[src/rtl/compress_scheduler.sv]
// compress_scheduler: feeds sparse counters row by row to SENSE_COL column
// compress units, captures the per-column sums they return after the last
// row of each slice, and drains them as a serial (slice, column, value) stream.
// Optional build macro: ZERO_SKIP_EN -- when defined, zero column sums are
// skipped during drain (one column per cycle) instead of being emitted.
module compress_scheduler #(
    parameter int NUM_COUNTER = 10,
    parameter int NUM_SLICE   = 2,
    parameter int SENSE_COL   = 3,
    parameter int DATA_W      = 32
) (
    input  logic                          Clk,
    input  logic                          Reset,
    input  logic                          Start,
    input  logic                          In_Valid,
    input  logic [DATA_W-1:0]             In_Data,
    output logic                          In_Ready,
    output logic                          Col_Valid,
    output logic [DATA_W-1:0]             Col_Data,
    output logic [7:0]                    Col_Row,
    output logic                          Col_Last,
    input  logic                          Col_Sum_Valid,
    input  logic [SENSE_COL*DATA_W-1:0]   Col_Sum,
    output logic                          Out_Valid,
    output logic [DATA_W-1:0]             Out_Data,
    output logic [7:0]                    Out_Col,
    output logic [7:0]                    Out_Slice,
    input  logic                          Out_Ready,
    output logic                          Busy,
    output logic                          Done
);

    localparam int COL_W = (SENSE_COL > 1) ? $clog2(SENSE_COL) : 1;
    localparam logic [7:0]       ROW_LAST   = 8'(NUM_COUNTER - 1);
    localparam logic [7:0]       SLICE_LAST = 8'(NUM_SLICE - 1);
    localparam logic [COL_W-1:0] COL_LAST   = COL_W'(SENSE_COL - 1);

    typedef enum logic [2:0] {
        S_IDLE     = 3'd0,
        S_FEED     = 3'd1,
        S_WAIT_SUM = 3'd2,
        S_DRAIN    = 3'd3,
        S_DONE     = 3'd4
    } state_t;

    state_t             state_q, state_d;
    logic [7:0]         row_q, row_d;
    logic [7:0]         slice_q, slice_d;
    logic [COL_W-1:0]   col_q, col_d;
    logic [DATA_W-1:0]  bank_q [SENSE_COL];
    logic [DATA_W-1:0]  bank_d [SENSE_COL];
    logic               col_valid_q, col_valid_d;
    logic [DATA_W-1:0]  col_data_q, col_data_d;
    logic [7:0]         col_row_q, col_row_d;
    logic               col_last_q, col_last_d;

    logic               accept_s;
    logic               out_valid_s;
    logic               advance_s;
    logic               skip_s;

    // Handshake and drain qualifiers decoded from the registered state.
    assign accept_s    = (state_q == S_FEED) && In_Valid;
`ifdef ZERO_SKIP_EN
    logic col_zero_s;
    assign col_zero_s  = (bank_q[col_q] == {DATA_W{1'b0}});
    assign out_valid_s = (state_q == S_DRAIN) && !col_zero_s;
    assign skip_s      = (state_q == S_DRAIN) && col_zero_s;
`else
    assign out_valid_s = (state_q == S_DRAIN);
    assign skip_s      = 1'b0;
`endif
    assign advance_s   = (out_valid_s && Out_Ready) || skip_s;

    // Next-state, counter, beat and sum-bank logic for the run sequencer.
    always_comb begin
        state_d     = state_q;
        row_d       = row_q;
        slice_d     = slice_q;
        col_d       = col_q;
        bank_d      = bank_q;
        col_valid_d = 1'b0;
        col_data_d  = col_data_q;
        col_row_d   = col_row_q;
        col_last_d  = 1'b0;
        case (state_q)
            S_IDLE: begin
                if (Start) begin
                    state_d = S_FEED;
                    row_d   = 8'd0;
                    slice_d = 8'd0;
                end else begin
                    state_d = S_IDLE;
                end
            end
            S_FEED: begin
                if (accept_s) begin
                    col_valid_d = 1'b1;
                    col_data_d  = In_Data;
                    col_row_d   = row_q;
                    col_last_d  = (row_q == ROW_LAST);
                    if (row_q == ROW_LAST) begin
                        row_d   = 8'd0;
                        state_d = S_WAIT_SUM;
                    end else begin
                        row_d   = row_q + 8'd1;
                    end
                end else begin
                    row_d = row_q;
                end
            end
            S_WAIT_SUM: begin
                if (Col_Sum_Valid) begin
                    for (int c = 0; c < SENSE_COL; c++) begin
                        bank_d[c] = Col_Sum[c*DATA_W +: DATA_W];
                    end
                    col_d   = {COL_W{1'b0}};
                    state_d = S_DRAIN;
                end else begin
                    state_d = S_WAIT_SUM;
                end
            end
            S_DRAIN: begin
                if (advance_s) begin
                    if (col_q == COL_LAST) begin
                        col_d = {COL_W{1'b0}};
                        if (slice_q == SLICE_LAST) begin
                            state_d = S_DONE;
                        end else begin
                            slice_d = slice_q + 8'd1;
                            state_d = S_FEED;
                        end
                    end else begin
                        col_d = col_q + {{(COL_W-1){1'b0}}, 1'b1};
                    end
                end else begin
                    col_d = col_q;
                end
            end
            S_DONE: begin
                state_d = S_IDLE;
            end
            default: begin
                state_d = S_IDLE;
            end
        endcase
    end

    // State, counters, broadcast beat and sum bank registers.
    always_ff @(posedge Clk) begin
        if (Reset) begin
            state_q     <= S_IDLE;
            row_q       <= 8'd0;
            slice_q     <= 8'd0;
            col_q       <= {COL_W{1'b0}};
            col_valid_q <= 1'b0;
            col_data_q  <= {DATA_W{1'b0}};
            col_row_q   <= 8'd0;
            col_last_q  <= 1'b0;
            for (int c = 0; c < SENSE_COL; c++) begin
                bank_q[c] <= {DATA_W{1'b0}};
            end
        end else begin
            state_q     <= state_d;
            row_q       <= row_d;
            slice_q     <= slice_d;
            col_q       <= col_d;
            col_valid_q <= col_valid_d;
            col_data_q  <= col_data_d;
            col_row_q   <= col_row_d;
            col_last_q  <= col_last_d;
            for (int c = 0; c < SENSE_COL; c++) begin
                bank_q[c] <= bank_d[c];
            end
        end
    end

    assign In_Ready  = (state_q == S_FEED);
    assign Col_Valid = col_valid_q;
    assign Col_Data  = col_data_q;
    assign Col_Row   = col_row_q;
    assign Col_Last  = col_last_q;
    assign Out_Valid = out_valid_s;
    assign Out_Data  = bank_q[col_q];
    assign Out_Col   = 8'(col_q);
    assign Out_Slice = slice_q;
    assign Busy      = (state_q != S_IDLE);
    assign Done      = (state_q == S_DONE);

endmodule
[config.mk]
export PLATFORM = sky130hd
export DESIGN_NAME = compress_scheduler
export DESIGN_NICKNAME = d
export VERILOG_FILES = /design/src/rtl/compress_scheduler.sv
export SDC_FILE = /design/constraint.sdc
export NUM_CORES = 1
export LEC_CHECK = 0
export ABC_AREA = 1
export CAP_MARGIN = 10
export CORE_MARGIN = 2
export CORE_UTILIZATION = 42
export DETAILED_ROUTE_END_ITERATION = 10
export DONT_BUFFER_PORTS = 1
export SLEW_MARGIN = 5
export SYNTH_ARGS = -nofsm -noshare
export SYNTH_HDL_FRONTEND = slang
export SYNTH_SLANG_ARGS = --single-unit
[constraint.sdc]
create_clock -name Clk -period 1.29 [get_ports Clk]
set_input_delay 0.129 -clock Clk [delete_from_list [all_inputs] [get_ports Clk]]
set_output_delay 0.129 -clock Clk [all_outputs]
set_load 0.02 [all_outputs]
==> impl_results.md, run 1 <==
- Crit Path Max Fanout: 22
- Post-Synthesis Cell Area: 0.00663 mm2
- Synth Flop Type: dfxtp_1
- Synth Area in Simple Gates: 31.4%
- Largest family of logic cells by synthesized area: simple AND/OR/NAND/NOR gates
- Post-synth ARST share: 0%
- Crit start category: flip-flop
- Least-Margin Pin Slew: roughly 670 ps
- Worst Setup SP: col_q[0]
- Syn Inst Count: 939
- Post-route setup slack: -420 ps
- Worst path max stage delay: around 410 ps
- RSZ-0062 raised after global routing: yes
- Fin cells: 1403
- Placed Instances: between 1000 and 1500
- Top-count cell post-synth: nor2_1
- # DRC: 0
- Compound-Gate Fraction of Synth Area: 12.8%
- Fmax: 0.585 GHz
- Worst relative slew slack: about 55%
- Failing checks: setup timing
- I/O Buffers: 0
- Critical Path End: Out_Data[16]
- Clock Path Buffers: 2
- Synth area leader: dfxtp_1
- Most frequent cells after synthesis: nor2_1 (287), dfxtp_1 (159), o21ai_0 (123), nand2_1 (116), nand3_1 (86)
- Remaining global-route overflow: 0
- Crit-path cells: buf_6 > nand3_1 > nand3_4
- Yosys warnings: 0
- Hold Path Class: input port to flip-flop
- Starting Density: about 43%
- WP data required: between 1000 and 1500 ps
- Number of clock sinks: 159
- Register area share after synthesis: 48.0%
- Via count: 7723
- Fin crit period: ~1700 ps
- Num CTS Buffers: 17
- Hpwl dp: 12300 um
- Core area: roughly 0.015 mm2
- Adder-cell area share of the yosys netlist: less than 1%
- Vias in the first global route: 7471
- Rows: 45
- Ranking of synthesized cells by area: dfxtp_1 (48%), nor2_1 (16%), o21ai_0 (9.3%)
- Register-to-Register Setup Slack: -410 ps
- First-pass GRT wire length: 38900 um
- Clock tree root buffer cell: clkbuf_16
- Tcrit/Tclk final: 133%
- Status: finished with violations
- Nets@finish: 1315
- Setup Skew: 8.02 ps
- Final Hold Viols: 0
- Synthesis-to-finish area growth: 89.5%
- Seq cells post-synth: 159
- Initial antenna violation count: 2
- Mux cell area share after synthesis: 0%
- Setup-failing EPs final: 197
- Post-Synth XOR/XNOR Area: 0%
- Largest net degree at the start of global routing: 39
- Die Wd: roughly 130 um
- Overall routed net length: 30500 um
- Mean post-synth cell area: 7.06 um2
- Post-synth EDFFs: 0
- Placer Congestion: 0.827
- Setup Crit Path Kind: flip-flop to output port
- Die Area: 0.0168 mm2
- CP max-delay cell: dfxtp_4
- Max-Cap Viols: 0
- Final Max Tran Viols: 0
- Htree depth: 4
- VDD IR max: 0.00106 V
- Clock Latency Late Sink: approximately 430 ps
- Leak: 5.11 nW
- Fraction of layout cells with a size suffix above 1: about two fifths
- Reg-to-reg critical path startpoint: state_q[1]
- Power per Cell Area: 1740 mW/mm2
- Synth cell types: 30
- CP endpoint kind: output port
- Worst EP arrival: 1580 ps
- Vias per inst: 5.50
- Die Ht: 130 um
- Tot GR Track Use: slightly below 30%
- DRT iter0 DRCs: 505
- CTS tree: yes
- Drt first pass iters: 5
- Clock Pin Slew Worst Setup and Hold Paths: about 70 ps
- Yosys top cell area share: 48.0%
- I/O pins: 228
- Setup Total Neg Slack: -48140 ps
- RR Endpoint: bank_q[22]
- Worst-case reg-to-reg path depth: 11
- WL per Instance: roughly 22 um
- Antenna Nets Post-Route: 0
worst max-delay path: cells and delay by family (launching register included):
kind / cells / cell delay [ps]
and+or+nand+nor: 2 / 480
buffers and inverters: 1 / 250
DFF: 1 / 410
kinds of logic after synthesis:
| group | Yosys count |
|---|---|
| other | 1 |
| adder cells (fa/ha/maj) | 4 |
| AO/OA/AOI/OAI | 167 |
| flip-flops | 159 |
| buffers and inverters | 100 |
| AND/OR/NAND/NOR | 508 |
what timing repair did:
item                                    in CTS  in global routing
cloned                                      35                 14
endpoints found under the hold margin      149                  0
pin swaps                                   51                112
endpoints found under the setup margin     152                195
resized for setup                          298                297
setup buffers                               33                 28
hold buffers                               131                  0
layout by cell type, fill, tap and decap left out, types with 12 or more instances in the layout:
cell type and count:
buf_12 41, buf_16 18, buf_4 41, buf_6 27
clkbuf_16 27, dfxtp_1 151, dlygate4sd3_1 131, inv_1 25
nand2_1 75, nand2_2 23, nand2_4 19, nand3_1 46
nand3_4 36, nor2_1 208, nor2_2 53, nor2_4 29
o21ai_0 12, o21ai_1 22, o21ai_2 93, o21ai_4 17
worst min path at each step:
stage / from / to / slack, ps / cells after the start
floorplan: Reset / Col_Last / 210 / 1
global placement: Reset / Out_Slice[1] / 200 / 1
detailed placement: Reset / Out_Slice[1] / 200 / 1
CTS: Out_Ready / state_q[2] / 7 / 4
global route: In_Valid / Col_Last / 70 / 3
finish: In_Valid / Col_Last / 90 / 3
area by class of cell:
type,instances,area [um2]
Multi-Input combinational cell,686,4690
Clock inverter,15,148
Clock buffer,17,425
Timing Repair Buffer,276,3610
Fill cell,827,2760
Timing Repair inverter,1,30.0
Sequential cell,159,3200
Tap cell,211,264
Antenna cell,2,5.00
Inverter,36,183
power breakdown:
group	internal, mW	total [mW]	switching [mW]
Combinational	4.80	9.83	5.02
Clock	2.57	4.95	2.39
Sequential	5.86	7.05	1.19
per-layer routing:
metal	part of all wire [%]	track usage, %	vias to the layer above
li1	-	-	3527
met1	36	33.9	3690
met2	51	52.7	390
met3	8.4	8.38	116
met4	4.6	12.2	0
met5	0	0	-
state kept, by name, summed over array words and instances, names as in the netlist:
name	cells
Col_Row	8
row_q	8
Col_Data	32
state_q	3
Col_Last	1
bank_q	96
Col_Valid	1
col_q	2
Out_Slice	8
per-stage QoR:
step	area, um2	setup WS (ps)	hold slack [ps]	util [%]	total power, mW
final	12600	-420	85.1	82.0	21.8
after global routing	12600	-488	72.8	82.0	22.6
after CTS	11400	-339	6.86	74.4	19.8
after detailed placement	7430	-48.2	201	48.5	11.2
after global placement	7430	-41.2	197	48.5	11.1
after floorplan	6920	-98.3	205	-	9.99
No activity file was read; power rests on OpenSTA's default activity.
==> run 2, diff against run 1 <==
Settings changed: CORE_MARGIN 2 to 1, CORE_UTILIZATION 42 to 41, DONT_BUFFER_PORTS 1 to default, PLACE_DENSITY from default to 0.76.
==> run 2 against run 1 <==
  * The flow still finishes with violations (setup timing)
  * Clock power up 4%
  * Count of clock-buffer cells in the layout up 6
  * Setup slack better by 42 ps
  * Critical endpoint is now Out_Slice[4]
  * Largest cell class is now buffers
==> impl_results.md, run 2 (synthesis gave the netlist of run 1 again) <==
- Status: finished with violations
- Failing checks: setup timing
- Crit Path Max Fanout: 8 (-64%)
- Die Wd: 129 um (-0.37%)
- Crit-path cells: inv_6 > nor2_4 > buf_6 > buf_8 > nand2_2 > inv_2 > nand3_4 > nand2_4 > nand2_1 > a21oi_2
- Vias in the first global route: 7726 (+3.4%)
- Die Area: 0.0167 mm2 (-0.74%)
- Fraction of layout cells with a size suffix above 1: 41.0% (-0.66 points)
- Crit start category: flip-flop
- Largest reg by FF count: bank_q
- Tot GR Track Use: 30.8% (+1.0 points)
- Switching pwr: 8.14 mW (-5.4%)
- Setup Skew: 10.3 ps (+2.28 ps)
- Placer Congestion: 0.916 (+11%)
- Setup Total Neg Slack: -47050 ps (+1090 ps)
- CP endpoint kind: flip-flop
- Fin crit period: 1670 ps (-41.8 ps)
- Overall routed net length: 28700 um (-5.8%)
- Tcrit/Tclk final: 129% (-3.2 points)
- WP data required: 1640 ps (+480 ps)
- Leak: 5.53 nW (+8.3%)
- # hold bufs at CTS: 0 (-100%)
- Fmax: 0.599 GHz (+2.5%)
- # DRC: 0 (unchanged)
- Via count: 8066 (+4.4%)
- VDD IR max: 0.00131 V (+24%)
- Final Hold Viols: 0 (unchanged)
- Diode count: 0 (-2)
- Worst EP arrival: 2020 ps (+440 ps)
- WP buf/inv: 4 (+3)
- Drt first pass iters: 8 (+3)
- Number of fill cells: 907 (+9.7%)
- Most frequent cells in the layout: nor2_1 (194), dfxtp_1 (150), clkdlybuf4s50_1 (133)
- Worst-case reg-to-reg path depth: 10 (-1)
- Clock share of power: 23.1% (+0.4 points)
- Worst Setup SP: col_q[1]
- Remaining global-route overflow: 0 (unchanged)
- Switching Fraction: 36.6% (-2.8 points)
- CTS tree: yes
- WL per Instance: 19.1 um (-12%)
- Critical Path End: Out_Slice[4]
- Clock Latency Late Sink: 430 ps (about the same)
- Hpwl dp: 14300 um (+16%)
- Internal power: 14.1 mW (+6.4%)
- Pre-CTS setup slack: -442 ps (-393 ps)
- Vias per inst: 5.37 (-2.5%)
- Final Max Tran Viols: 0 (unchanged)
- Clock Pin Slew Worst Setup and Hold Paths: 70 ps (about the same)
- Setup Crit Path Kind: flip-flop to flip-flop
- Initial antenna violation count: 5 (+3)
- Antenna Nets Post-Route: 0 (unchanged)
- Crit path max-delay family: simple AND/OR/NAND/NOR gates
- Max FFs per register: 96 (unchanged)
- First-pass GRT wire length: 39400 um (+1.1%)
- Clock Path Buffers: 2 (unchanged)
- Rows: 46 (+2.2%)
- Number of clock sinks: 159 (unchanged)
- Num CTS Buffers: 17 (unchanged)
- Register-to-Register Setup Slack: -380 ps (+30 ps)
- Worst path max stage delay: 390 ps (-20 ps)
- Htree depth: 4 (unchanged)
- DRT iter0 DRCs: 532 (+5.3%)
- Nets@finish: 1412 (+7.4%)
- Seq pwr share: 29.6% (-2.7 points)
- Setup-failing EPs final: 197 (unchanged)
- I/O pins: 228 (unchanged)
- RSZ-0062 raised after global routing: yes
- Levels on crit path: 10 (+7)
- Total power: 22.2 mW (+1.7%)
- Commonest non-fill, non-tap cell in the layout: nor2_1
- Max-Cap Viols: 0 (unchanged)
- Core area: 0.0158 mm2 (+3.3%)
- Power per Cell Area: 1720 mW/mm2 (-0.80%)
- Hold Path Class: input port to flip-flop
- Clock tree root buffer cell: clkbuf_16
- I/O Buffers: 221 (+221)
- Final Util: 81.4% (-0.63 points)
- Die Ht: 129 um (-0.37%)
- Synthesis-to-finish area growth: 94.3%
- Starting Density: 41.9% (-1.4 points)
- Reg-to-reg critical path startpoint: col_q[1]
- Comb pwr share: 47.3% (+2.3 points)
- RR Endpoint: Out_Slice[4]
- CP max-delay cell: dfxtp_4
- Post-route setup slack: -379 ps (+41.8 ps)
- Largest net degree at the start of global routing: 29 (-26%)
run 2: per-layer routing:
layer  vias to the layer above  track usage, %  part of all wire, %  routed length [um]
met5                         -               0                 0.17                  49
met4                         6            15.3                  4.4                1270
met3                       117            10.5                  9.0                2570
met2                       425            54.7                   51               14600
met1                      3817            32.6                   36               10200
li1                       3701               -                    -                   -
run 2: worst min-delay path, stage by stage:
cell             delay, ps
clkdlybuf4s50_1        390
o21ai_1                120
nor2_1                  40
run 2: through the flow:
stage / cell area (um2) / std cells / hold slack (ps)
3_5_place_dp: 9810 / 1394 / 457
5_1_grt: 12900 / 1503 / 304
3_3_place_gp: 9810 / 1394 / 448
2_1_floorplan: 6920 / 944 / 205
4_1_cts: 12100 / 1498 / 303
6_report: 12900 / 1503 / 301
run 2: final cells by class:
| cell class | count | area, um2 | share of cell area [%] |
|---|---|---|---|
| Clock buffer | 23 | 478 | 3.71 |
| Timing Repair Buffer | 374 | 4320 | 33.5 |
| Sequential cell | 159 | 3210 | 24.9 |
| Timing Repair inverter | 1 | 20.0 | 0.155 |
| Clock inverter | 9 | 109 | 0.845 |
| Tap cell | 216 | 270 | 2.10 |
| Multi-Input combinational cell | 685 | 4290 | 33.3 |
| Inverter | 36 | 193 | 1.50 |
run 2: repair_timing:
action                                  4_1_cts  5_1_grt
gates resized for setup                     541      298
setup buffers                                48       22
gates cloned                                 24        5
pin swaps                                    56       86
endpoints found under the setup margin      245      209
run 2: worst min path at each step:
stage	start	cells past startpoint	end	slack [ps]
6_report	In_Data[17]	3	Col_Data[17]	300
3_3_place_gp	Col_Data[21]	2	Col_Data[21]	450
5_1_grt	In_Data[1]	3	Col_Data[1]	300
4_1_cts	Col_Sum[47]	3	bank_q[47]	300
3_5_place_dp	Col_Data[21]	2	Col_Data[21]	460
2_1_floorplan	Reset	1	Col_Last	210
run 2: power by group through the flow:
stage	logic [mW]	registers [mW]	clock network, mW
6_report	10.5	6.58	5.13
5_1_grt	11.0	6.67	5.35
4_1_cts	8.98	6.36	5.08
3_5_place_dp	6.32	6.44	0
3_3_place_gp	6.21	6.41	0
2_1_floorplan	3.24	6.75	0
==> run 3, diff against run 2 <==
Settings changed: SLEW_MARGIN 5 to default.
==> results of run 3 <==
Same layout as run 2: the final DEF is identical, and so are final timing and power.
